<file path="src/rtl/uart_pkg.sv">
// Shared types and defaults for the parametrised UART transmitter.
package uart_pkg;

  typedef enum logic [2:0] {IDLE, START, DATA, PARITY, STOP} tx_state_t;

  localparam int unsigned DEF_BAUD_DIV = 2604;

endpackage

</file>
<file path="src/rtl/uart_tx_fifo.sv">
// Synchronous show-ahead FIFO queueing transmit payloads; rdata is valid whenever !empty.
module uart_tx_fifo #(
  parameter int unsigned WIDTH = 8,
  parameter int unsigned DEPTH = 4
) (
  input  logic             clk,
  input  logic             rst_n,
  input  logic             push,
  input  logic             pop,
  input  logic [WIDTH-1:0] wdata,
  output logic [WIDTH-1:0] rdata,
  output logic             full,
  output logic             empty
);

  localparam int unsigned AW = $clog2(DEPTH);

  logic [WIDTH-1:0] mem_q [DEPTH];
  logic [AW-1:0]    wr_ptr_q, rd_ptr_q;
  logic [AW:0]      count_q;
  logic             wr_en, rd_en;

  assign full  = (count_q == (AW+1)'(DEPTH));
  assign empty = (count_q == '0);
  assign wr_en = push && !full;
  assign rd_en = pop && !empty;
  assign rdata = mem_q[rd_ptr_q];

  always_ff @(posedge clk) begin
    if (wr_en) mem_q[wr_ptr_q] <= wdata;
  end

  // Pointers wrap naturally because DEPTH is a power of two.
  always_ff @(posedge clk or negedge rst_n) begin
    if (!rst_n) begin
      wr_ptr_q <= '0;
      rd_ptr_q <= '0;
      count_q  <= '0;
    end else begin
      if (wr_en) wr_ptr_q <= wr_ptr_q + 1'b1;
      if (rd_en) rd_ptr_q <= rd_ptr_q + 1'b1;
      case ({wr_en, rd_en})
        2'b10:   count_q <= count_q + 1'b1;
        2'b01:   count_q <= count_q - 1'b1;
        default: count_q <= count_q;
      endcase
    end
  end

endmodule

</file>
<file path="src/rtl/uart_tx_fifo_param.sv">
// Parametrised UART transmitter: configurable width, parity and stop bits, fed by a small FIFO.
module uart_tx_fifo_param
  import uart_pkg::*;
#(
  parameter int unsigned DATA_BITS  = 8,
  parameter int unsigned BAUD_DIV   = DEF_BAUD_DIV,
  parameter int unsigned PARITY_EN  = 0,
  parameter int unsigned PARITY_ODD = 0,
  parameter int unsigned STOP_BITS  = 1,
  parameter int unsigned FIFO_DEPTH = 4
) (
  input  logic                 clk,
  input  logic                 rst_n,
  input  logic                 trmt,
  input  logic [DATA_BITS-1:0] tx_data,
  output logic                 TX,
  output logic                 tx_done,
  output logic                 busy,
  output logic                 fifo_full,
  output logic                 overflow
);

  localparam int unsigned BaudW = $clog2(BAUD_DIV);
  localparam int unsigned BitW  = $clog2(DATA_BITS + 1);

  tx_state_t            state_q;
  logic [BaudW-1:0]     baud_q;
  logic [BitW-1:0]      bit_q;
  logic [DATA_BITS-1:0] shreg_q;
  logic [DATA_BITS-1:0] fifo_rdata;
  logic                 fifo_empty, pop;
  logic                 par_q, tx_q, frame_end_q, done_q, line_active_q, overflow_q;
  logic                 bit_end, last_data, last_stop;

  uart_tx_fifo #(
    .WIDTH(DATA_BITS),
    .DEPTH(FIFO_DEPTH)
  ) u_fifo (
    .clk  (clk),
    .rst_n(rst_n),
    .push (trmt),
    .pop  (pop),
    .wdata(tx_data),
    .rdata(fifo_rdata),
    .full (fifo_full),
    .empty(fifo_empty)
  );

  assign bit_end   = (baud_q == BaudW'(BAUD_DIV - 1));
  assign last_data = (bit_q == BitW'(DATA_BITS - 1));
  assign last_stop = (bit_q == BitW'(STOP_BITS - 1));
  assign pop       = !fifo_empty &&
                     ((state_q == IDLE) || ((state_q == STOP) && bit_end && last_stop));

  // The line register follows the FSM by one clock; tx_done is delayed to match it.
  always_ff @(posedge clk or negedge rst_n) begin
    if (!rst_n) begin
      state_q       <= IDLE;
      baud_q        <= '0;
      bit_q         <= '0;
      shreg_q       <= '0;
      par_q         <= 1'b0;
      tx_q          <= 1'b1;
      frame_end_q   <= 1'b0;
      done_q        <= 1'b0;
      line_active_q <= 1'b0;
    end else begin
      frame_end_q   <= 1'b0;
      done_q        <= frame_end_q;
      line_active_q <= (state_q != IDLE);
      baud_q        <= bit_end ? '0 : baud_q + 1'b1;
      case (state_q)
        START:   tx_q <= 1'b0;
        DATA:    tx_q <= shreg_q[0];
        PARITY:  tx_q <= par_q;
        default: tx_q <= 1'b1;
      endcase
      case (state_q)
        IDLE: baud_q <= '0;
        START: begin
          if (bit_end) begin
            state_q <= DATA;
            bit_q   <= '0;
          end
        end
        DATA: begin
          if (bit_end) begin
            shreg_q <= shreg_q >> 1;
            if (last_data) begin
              bit_q   <= '0;
              state_q <= (PARITY_EN != 0) ? PARITY : STOP;
            end else begin
              bit_q <= bit_q + 1'b1;
            end
          end
        end
        PARITY: begin
          if (bit_end) begin
            state_q <= STOP;
            bit_q   <= '0;
          end
        end
        STOP: begin
          if (bit_end) begin
            if (last_stop) begin
              frame_end_q <= 1'b1;
              state_q     <= IDLE;
            end else begin
              bit_q <= bit_q + 1'b1;
            end
          end
        end
        default: state_q <= IDLE;
      endcase
      if (pop) begin
        shreg_q <= fifo_rdata;
        par_q   <= (^fifo_rdata) ^ (PARITY_ODD != 0);
        state_q <= START;
        baud_q  <= '0;
      end
    end
  end

  always_ff @(posedge clk or negedge rst_n) begin
    if (!rst_n) overflow_q <= 1'b0;
    else        overflow_q <= trmt && fifo_full;
  end

  assign TX       = tx_q;
  assign tx_done  = done_q;
  assign overflow = overflow_q;
  assign busy     = (state_q != IDLE) || line_active_q || !fifo_empty;

endmodule

</file>
<file path="config.mk">
export PLATFORM = sky130hd
export DESIGN_NAME = uart_tx_fifo_param
export DESIGN_NICKNAME = d
export VERILOG_FILES = /design/src/rtl/uart_pkg.sv /design/src/rtl/uart_tx_fifo.sv /design/src/rtl/uart_tx_fifo_param.sv
export SDC_FILE = /design/constraint.sdc
export NUM_CORES = 1
export LEC_CHECK = 0
export CAP_MARGIN = 20
export CORE_AREA = 5 5 86 88
export DETAILED_ROUTE_END_ITERATION = 12
export DIE_AREA = 0 0 91 93
export DONT_BUFFER_PORTS = 1
export GPL_TIMING_DRIVEN = 0
export PLACE_DENSITY = 0.7
export SLEW_MARGIN = 20
export SYNTH_ARGS = -nofsm -noshare
export SYNTH_HDL_FRONTEND = slang
export SYNTH_HIERARCHICAL = 1
export SYNTH_SLANG_ARGS = --single-unit
</file>
<file path="constraint.sdc">
create_clock -name clk -period 3.1 [get_ports clk]
set_clock_uncertainty 0.2 [all_clocks]
set_input_delay 0.775 -clock clk [delete_from_list [all_inputs] [get_ports clk]]
set_output_delay 0.775 -clock clk [all_outputs]
set_load 0.005 [all_outputs]
</file>
### Word-level counts from Yosys, hierarchy flattened

Memory sizes are Yosys's and may differ from the RTL's.
Index checks and enable logic that the tools add are counted.

| cells by class | value |
|---|---|
| multiplexer cells | 27 |
| $add $sub $neg | 6 |
| reductions and logical operators | 24 |
| equality and inequality tests | 20 |

Operators by type and width:

| cell | number |
|---|---|
| 12-bit two-way mux | 3 |
| 8-bit two-way mux | 3 |
| 3-bit two-way mux | 7 |
| 4-bit two-way mux | 5 |
| 3-bit by 2-bit inequality test with 1-bit output (second input constant) | 6 |
| 3-bit one-hot mux with 5 select lines | 1 |
| 12-bit by 1-bit adder with 12-bit output (second input constant) | 1 |
| 12-bit equality test (second input constant) | 1 |
| 4-bit one-hot mux with 3 select lines | 1 |
| 8-bit parity | 1 |
| 7-bit AND reduction | 1 |
| 3-bit by 2-bit equality test with 1-bit output (second input constant) | 2 |
| 3-bit equality test (second input constant) | 2 |
| 1-bit logical AND | 6 |
| 3-bit zero test | 2 |
| 2-bit inequality test (second input constant) | 3 |
| 3-bit one-hot mux with 2 select lines | 1 |
| 2-bit nonzero test | 3 |
| 3-bit nonzero test | 2 |
| 1-bit two-way mux | 5 |
| 5-bit AND reduction | 1 |
| 2-bit by 1-bit adder with 2-bit output (second input constant) | 2 |
| 4-bit by 1-bit adder with 4-bit output (second input constant) | 1 |
| 4-bit by 3-bit equality test with 1-bit output (second input constant) | 1 |
| other kinds (12) | 16 |

| storage, ports and cells | value |
|---|---|
| bits in registers | 40 |
| output and inout port bits | 5 |
| word-level logic and storage cells | 91 |
| memories kept | 1 |
| RAM bits | 32 |
| bits of input ports | 11 |

Memories:

| name | depth | width | read ports | clocked after Yosys merged registers in | write ports | RTL line | RTL |
|---|---|---|---|---|---|---|---|
| u_fifo.mem_q | 4 | 8 | 1 | 0 | 1 | uart_tx_fifo.sv:18 | `logic [WIDTH-1:0] mem_q [DEPTH];` |

### Logic depth before layout (Yosys ltp)

| logic depth | value |
|---|---|
| depth after elaboration | 8 |
| mapped depth | 13 |
| gate-level depth less buffers | 13 |

### Modules after synthesis

Netlist, hierarchy kept.

Modules (own cells, without submodules):

| module | cells each | area an instance (sq um) | times used | seq. area each (sq um) |
|---|---|---|---|---|
| uart_tx_fifo_param | 159 | 1789.2 | 1 | 827.0 |
| uart_tx_fifo | 79 | 1592.8 | 1 | 1136.1 |

### Worst setup path after synthesis

No wires, ideal clock.

| timing path | value |
|---|---|
| path type | register to register |
| start | reg bit_q[0] |
| end | reg u_fifo.count_q[2] |
| slack | 263 ps |
| data required time | 2821 ps |
| path buffers | 0 |
| stages on the path, launching flop included | 14 |
| clock period less this slack | 2837 ps |
| library setup time | 79 ps |
| data arrival time | 2558 ps |
| path through | dfrtp_1 -> inv_1 -> ha_1 -> or3b_1 -> nor3_4 -> a21oi_4 -> inv_2 -> o31a_2 -> ha_1 -> inv_1 -> fa_1 -> xor2_1 -> nor2_1 -> xor2_1 |

| on the way | value |
|---|---|
| cells in the longest elaborated chain, start to end | 7 |
| elaborated cells between the ends (all ways) | 9 |
| those cells by class | 2 x eq/ne; 1 x mux; 6 x reduce/logical |

Ends and longest elaborated chain:

| item | RTL line | RTL |
|---|---|---|
| from (decl) | uart_tx_fifo_param.sv:28 | `logic [BitW-1:0] bit_q;` |
| from (signal assigned) | uart_tx_fifo_param.sv:93 | `bit_q <= bit_q + 1'b1;` |
| from (signal assigned) | uart_tx_fifo_param.sv:109 | `bit_q <= bit_q + 1'b1;` |
| 4-bit zero test * | uart_tx_fifo_param.sv:51 | `assign last_stop = (bit_q == BitW'(STOP_BITS - 1));` |
| 1-bit logical AND * | uart_tx_fifo_param.sv:53 | `((state_q == IDLE) \|\| ((state_q == STOP) && bit_end && last_stop));` |
| 1-bit logical OR * | uart_tx_fifo_param.sv:53 |  |
| 1-bit logical AND * | uart_tx_fifo_param.sv:52 | `assign pop = !fifo_empty &&` |
| via pop | uart_tx_fifo_param.sv:31 | `logic fifo_empty, pop;` |
| 1-bit logical AND * | uart_tx_fifo.sv:26 | `assign rd_en = pop && !empty;` |
| via u_fifo.rd_en | uart_tx_fifo.sv:21 | `logic wr_en, rd_en;` |
| 2-bit by 1-bit equality test with 1-bit output / 2-bit equality test (equally long branches) | uart_tx_fifo.sv:42 | `case ({wr_en, rd_en})` |
| 3-bit one-hot mux with 2 select lines / 2-bit nonzero test (equally long branches) | - |  |
| to (signal assigned) | uart_tx_fifo.sv:43 | `2'b10: count_q <= count_q + 1'b1;` |
| to (signal assigned) | uart_tx_fifo.sv:44 | `2'b01: count_q <= count_q - 1'b1;` |
| to (signal assigned) | uart_tx_fifo.sv:45 | `default: count_q <= count_q;` |
| to (decl) | uart_tx_fifo.sv:20 | `logic [AW:0] count_q;` |

The timed path passes the listed nets; every way through them passes the cells marked *.
A chain may end at the register's enable or synchronous reset.

### Worst setup path in the final report

Same ends and word-level chain as after synthesis.

==> impl_metrics.toml <==
[yosys]
synth-edff-count = 32
synth_area_leader_cell = "dfrtp_1"
synthFlopType = "dfrtp_1"
ys_async_sr_fraction = 0.556
syn_avg_cell_area_um2 = 14.2
synth.distinct_cells = 53
ys_ff_latch = 72
syn_inst = 238
synth_top_area_frac = 0.289
synth_seq_area_share = 0.580
synth_area_mm2 = 0.00338
yosysWarnings = 6
synth_nets = 258
synth.area.top_cells = "dfrtp_1, edfxtp_1, mux4_2"

[layout]
fin_area_mm2 = 0.00372
fin_nets = 272
insertedDiodeCount = 0
drive_gt1_frac = 0.265
final_cells = 337
fin_util = 0.566
syn2layout_area_growth_pct = 10.0

[global_routing]
grt_pass1_wl_mm = 9.40
grt_antenna_before_repair = 0
grt_usage = 0.144
grt_max_degree = 40
grt_pass1_vias = 1909
grt_overflow_total = 0

[worst_setup_path]
worstPathCellList = "inv_1 -> ha_1 -> or3b_4 -> nor3_4 -> a21oi_4 -> inv_2 -> o31a_2 -> ha_1 -> inv_1 -> fa_1 -> xor2_1 -> nor2_1 -> xor2_1"
ff2ff_setup_slack_ns = 0.16
worst_path_dominant_cell_family = "simple AND/OR/NAND/NOR gates"
crit_slowest_cell = "dfrtp_1"
path_buf_inv = 3
worstReg2RegStart = "bit_q[0]$_DFFE_PN0P_"
reg2reg_depth = 13
worst_ep_arrival_time_ns = 3.01
cp_max_fo = 5
max_stage_delay_ns = 0.42
worst-path-stages = 13
worstSetupPathType = "flip-flop to flip-flop"
critPathCaptureType = "flip-flop"
r2r-end = "u_fifo/count_q[2]$_DFFE_PN0P_"
crit_required_ns = 3.18
worst_setup_path_start_kind = "flip-flop"

[die]
die_w_um = 91
core_area_mm2 = 0.00657
die_y_um = 93
start_util = 0.515
ios = 16
dieArea_mm2 = 0.00846
fp-row-count = 30

[routing]
first_pass_iters = 4
wl_per_cell_um = 15.6
drcViolationCount = 0
vias = 1797
avgViaCountPerCell = 5.33
ant_nets = 0
drtIter0Drc = 80
routed_wl_mm = 5.26

[timing]
worst_slew_pin_slew_ns = 0.598
fin_ws_ns = 0.164
hold_violations = 0
max_freq_mhz = 341
setup_viol = 0
finalMaxSlewViolations = 0
finalCritPeriodShare = 0.947
period_needed_ns = 2.94
max_slew_margin = 0.598

[place]
place.gp.congestion = 0.747
place_ws_ns = 0.0105
postPlaceCellArea_mm2 = 0.00348
place_hpwl_mm = 3.65
dp_cells = 318
io_buffer_count = 0

[hold_path]
hold_path_class = "input pin to asynchronous set/reset pin"

[status]
status = "completed"

[clock_tree]
clock_sinks = 72
clkLatencyLatePin_ns = 0.35
cts_tree = "built"
numCtsBuffers = 9
cts_root_buf = "clkbuf_8"
path_clk_slew_ns = 0.08
clockBufferDepth = 2
htreeDepth = 3

[power_and_ir_drop]
leakagePower_nw = 1.52
power_density_mw_per_mm2 = 839
power_mw = 3.12
ir_drop_v = 0.000459

[flow_run]
maxCapViolCount = 0
-- cell type report --
class	count	area (um2)
plain buffers	6	31.3
multi-input cells	147	1340
clock inverters	7	77.6
repair buffers	3	35.0
clock buffers	9	124
fillers	511	2850
inverters	13	48.8
well taps	80	100
flip-flops and latches	72	1960
-- where the power goes --
group          total (mW)  internal (mW)  switching, mW
clock               0.756          0.380          0.377
sequential           1.39           1.25          0.141
combinational       0.979          0.537          0.443
-- routing by layer --
metal / vias up / GRT usage / routed length (um)
met3: 10 / 0.0426 / 171
met5: - / 0 / 0
li1: 886 / - / -
met4: 0 / 0.0758 / 102
met2: 22 / 0.234 / 2670
met1: 879 / 0.172 / 2310
-- how the worst max path moves through the flow --
| stage | slack [ns] | end | startpoint |
|---|---|---|---|
| 2_1_floorplan | 0.26 | u_fifo/count_q[2]$_DFFE_PN0P_ | bit_q[0]$_DFFE_PN0P_ |
| 3_3_place_gp | 0.1 | u_fifo/count_q[2]$_DFFE_PN0P_ | bit_q[0]$_DFFE_PN0P_ |
| 3_5_place_dp | 0.01 | u_fifo/count_q[2]$_DFFE_PN0P_ | bit_q[0]$_DFFE_PN0P_ |
| 4_1_cts | 0.05 | u_fifo/count_q[2]$_DFFE_PN0P_ | bit_q[0]$_DFFE_PN0P_ |
| 5_1_grt | -0.004 | u_fifo/count_q[2]$_DFFE_PN0P_ | bit_q[0]$_DFFE_PN0P_ |
| 6_report | 0.16 | u_fifo/count_q[2]$_DFFE_PN0P_ | bit_q[0]$_DFFE_PN0P_ |
-- stage by stage --
step                      hold slack [ns]  setup TNS [ns]
after floorplan                     0.131               0
after global routing               0.0276        -0.00414
after detailed placement            0.136               0
final                              0.0537               0
after global placement              0.133               0
after CTS                          0.0357               0
-- logic make-up after synthesis --
family,synth area share
multiplexers,0.125
flip-flops,0.580
AND/OR/NAND/NOR,0.140
AO/OA/AOI/OAI,0.0355
buffers and inverters,0.0237
XOR/XNOR,0.0596
adder cells (fa/ha/maj),0.0355
-- layout by cell type (no fill, tap or decap), types with 4 or more instances in the layout --
| cell | synthesis | final |
|---|---|---|
| nand4_1 | 4 | 4 |
| xnor2_1 | 15 | 15 |
| nand2_1 | 9 | 9 |
| mux2_4 | 9 | 9 |
| buf_2 | 4 | 4 |
| xor2_1 | 8 | 8 |
| dfrtp_1 | 39 | 39 |
| nand3_1 | 4 | 4 |
| clkbuf_8 | 0 | 9 |
| mux4_2 | 8 | 8 |
| ha_1 | 8 | 8 |
| inv_1 | 12 | 12 |
| o21ai_0 | 4 | 4 |
| mux2_2 | 7 | 7 |
| nor2_1 | 16 | 16 |
| and2_2 | 5 | 5 |
| nor3_1 | 4 | 4 |
| edfxtp_1 | 32 | 32 |
-- registers in the layout, summed over array words and instances (netlist names) --
register         flops
u_fifo/rd_ptr_q      2
u_fifo/wr_ptr_q      2
overflow             1
shreg_q              8
tx_done              1
line_active_q        1
u_fifo/mem_q        32
u_fifo/count_q       3
frame_end_q          1
state_q              3
bit_q                4
TX                   1
par_q                1
baud_q              12
-- what timing repair did --
item,in CTS,in global routing
pin swaps,0,1
setup endpoints to repair,1,2
gates cloned,0,0
hold buffers,1,0
endpoints found under the hold margin,39,0
resized for setup,1,0
setup buffers,0,2
-- Yosys cell counts, types with 2 or more instances --
library cell  instances
dfrtp_1              39
edfxtp_1             32
nor2_1               16
xnor2_1              15
inv_1                12
mux2_4                9
nand2_1               9
ha_1                  8
mux4_2                8
xor2_1                8
mux2_2                7
and2_2                5
buf_2                 4
nand3_1               4
nand4_1               4
nor3_1                4
o21ai_0               4
a21oi_1               3
and3_1                3
mux2i_1               3
nand3b_1              3
nor4_1                3
nand2b_1              2
nor2b_1               2
nor3b_1               2
or3b_1                2
Power figures use the tool's default switching activity.
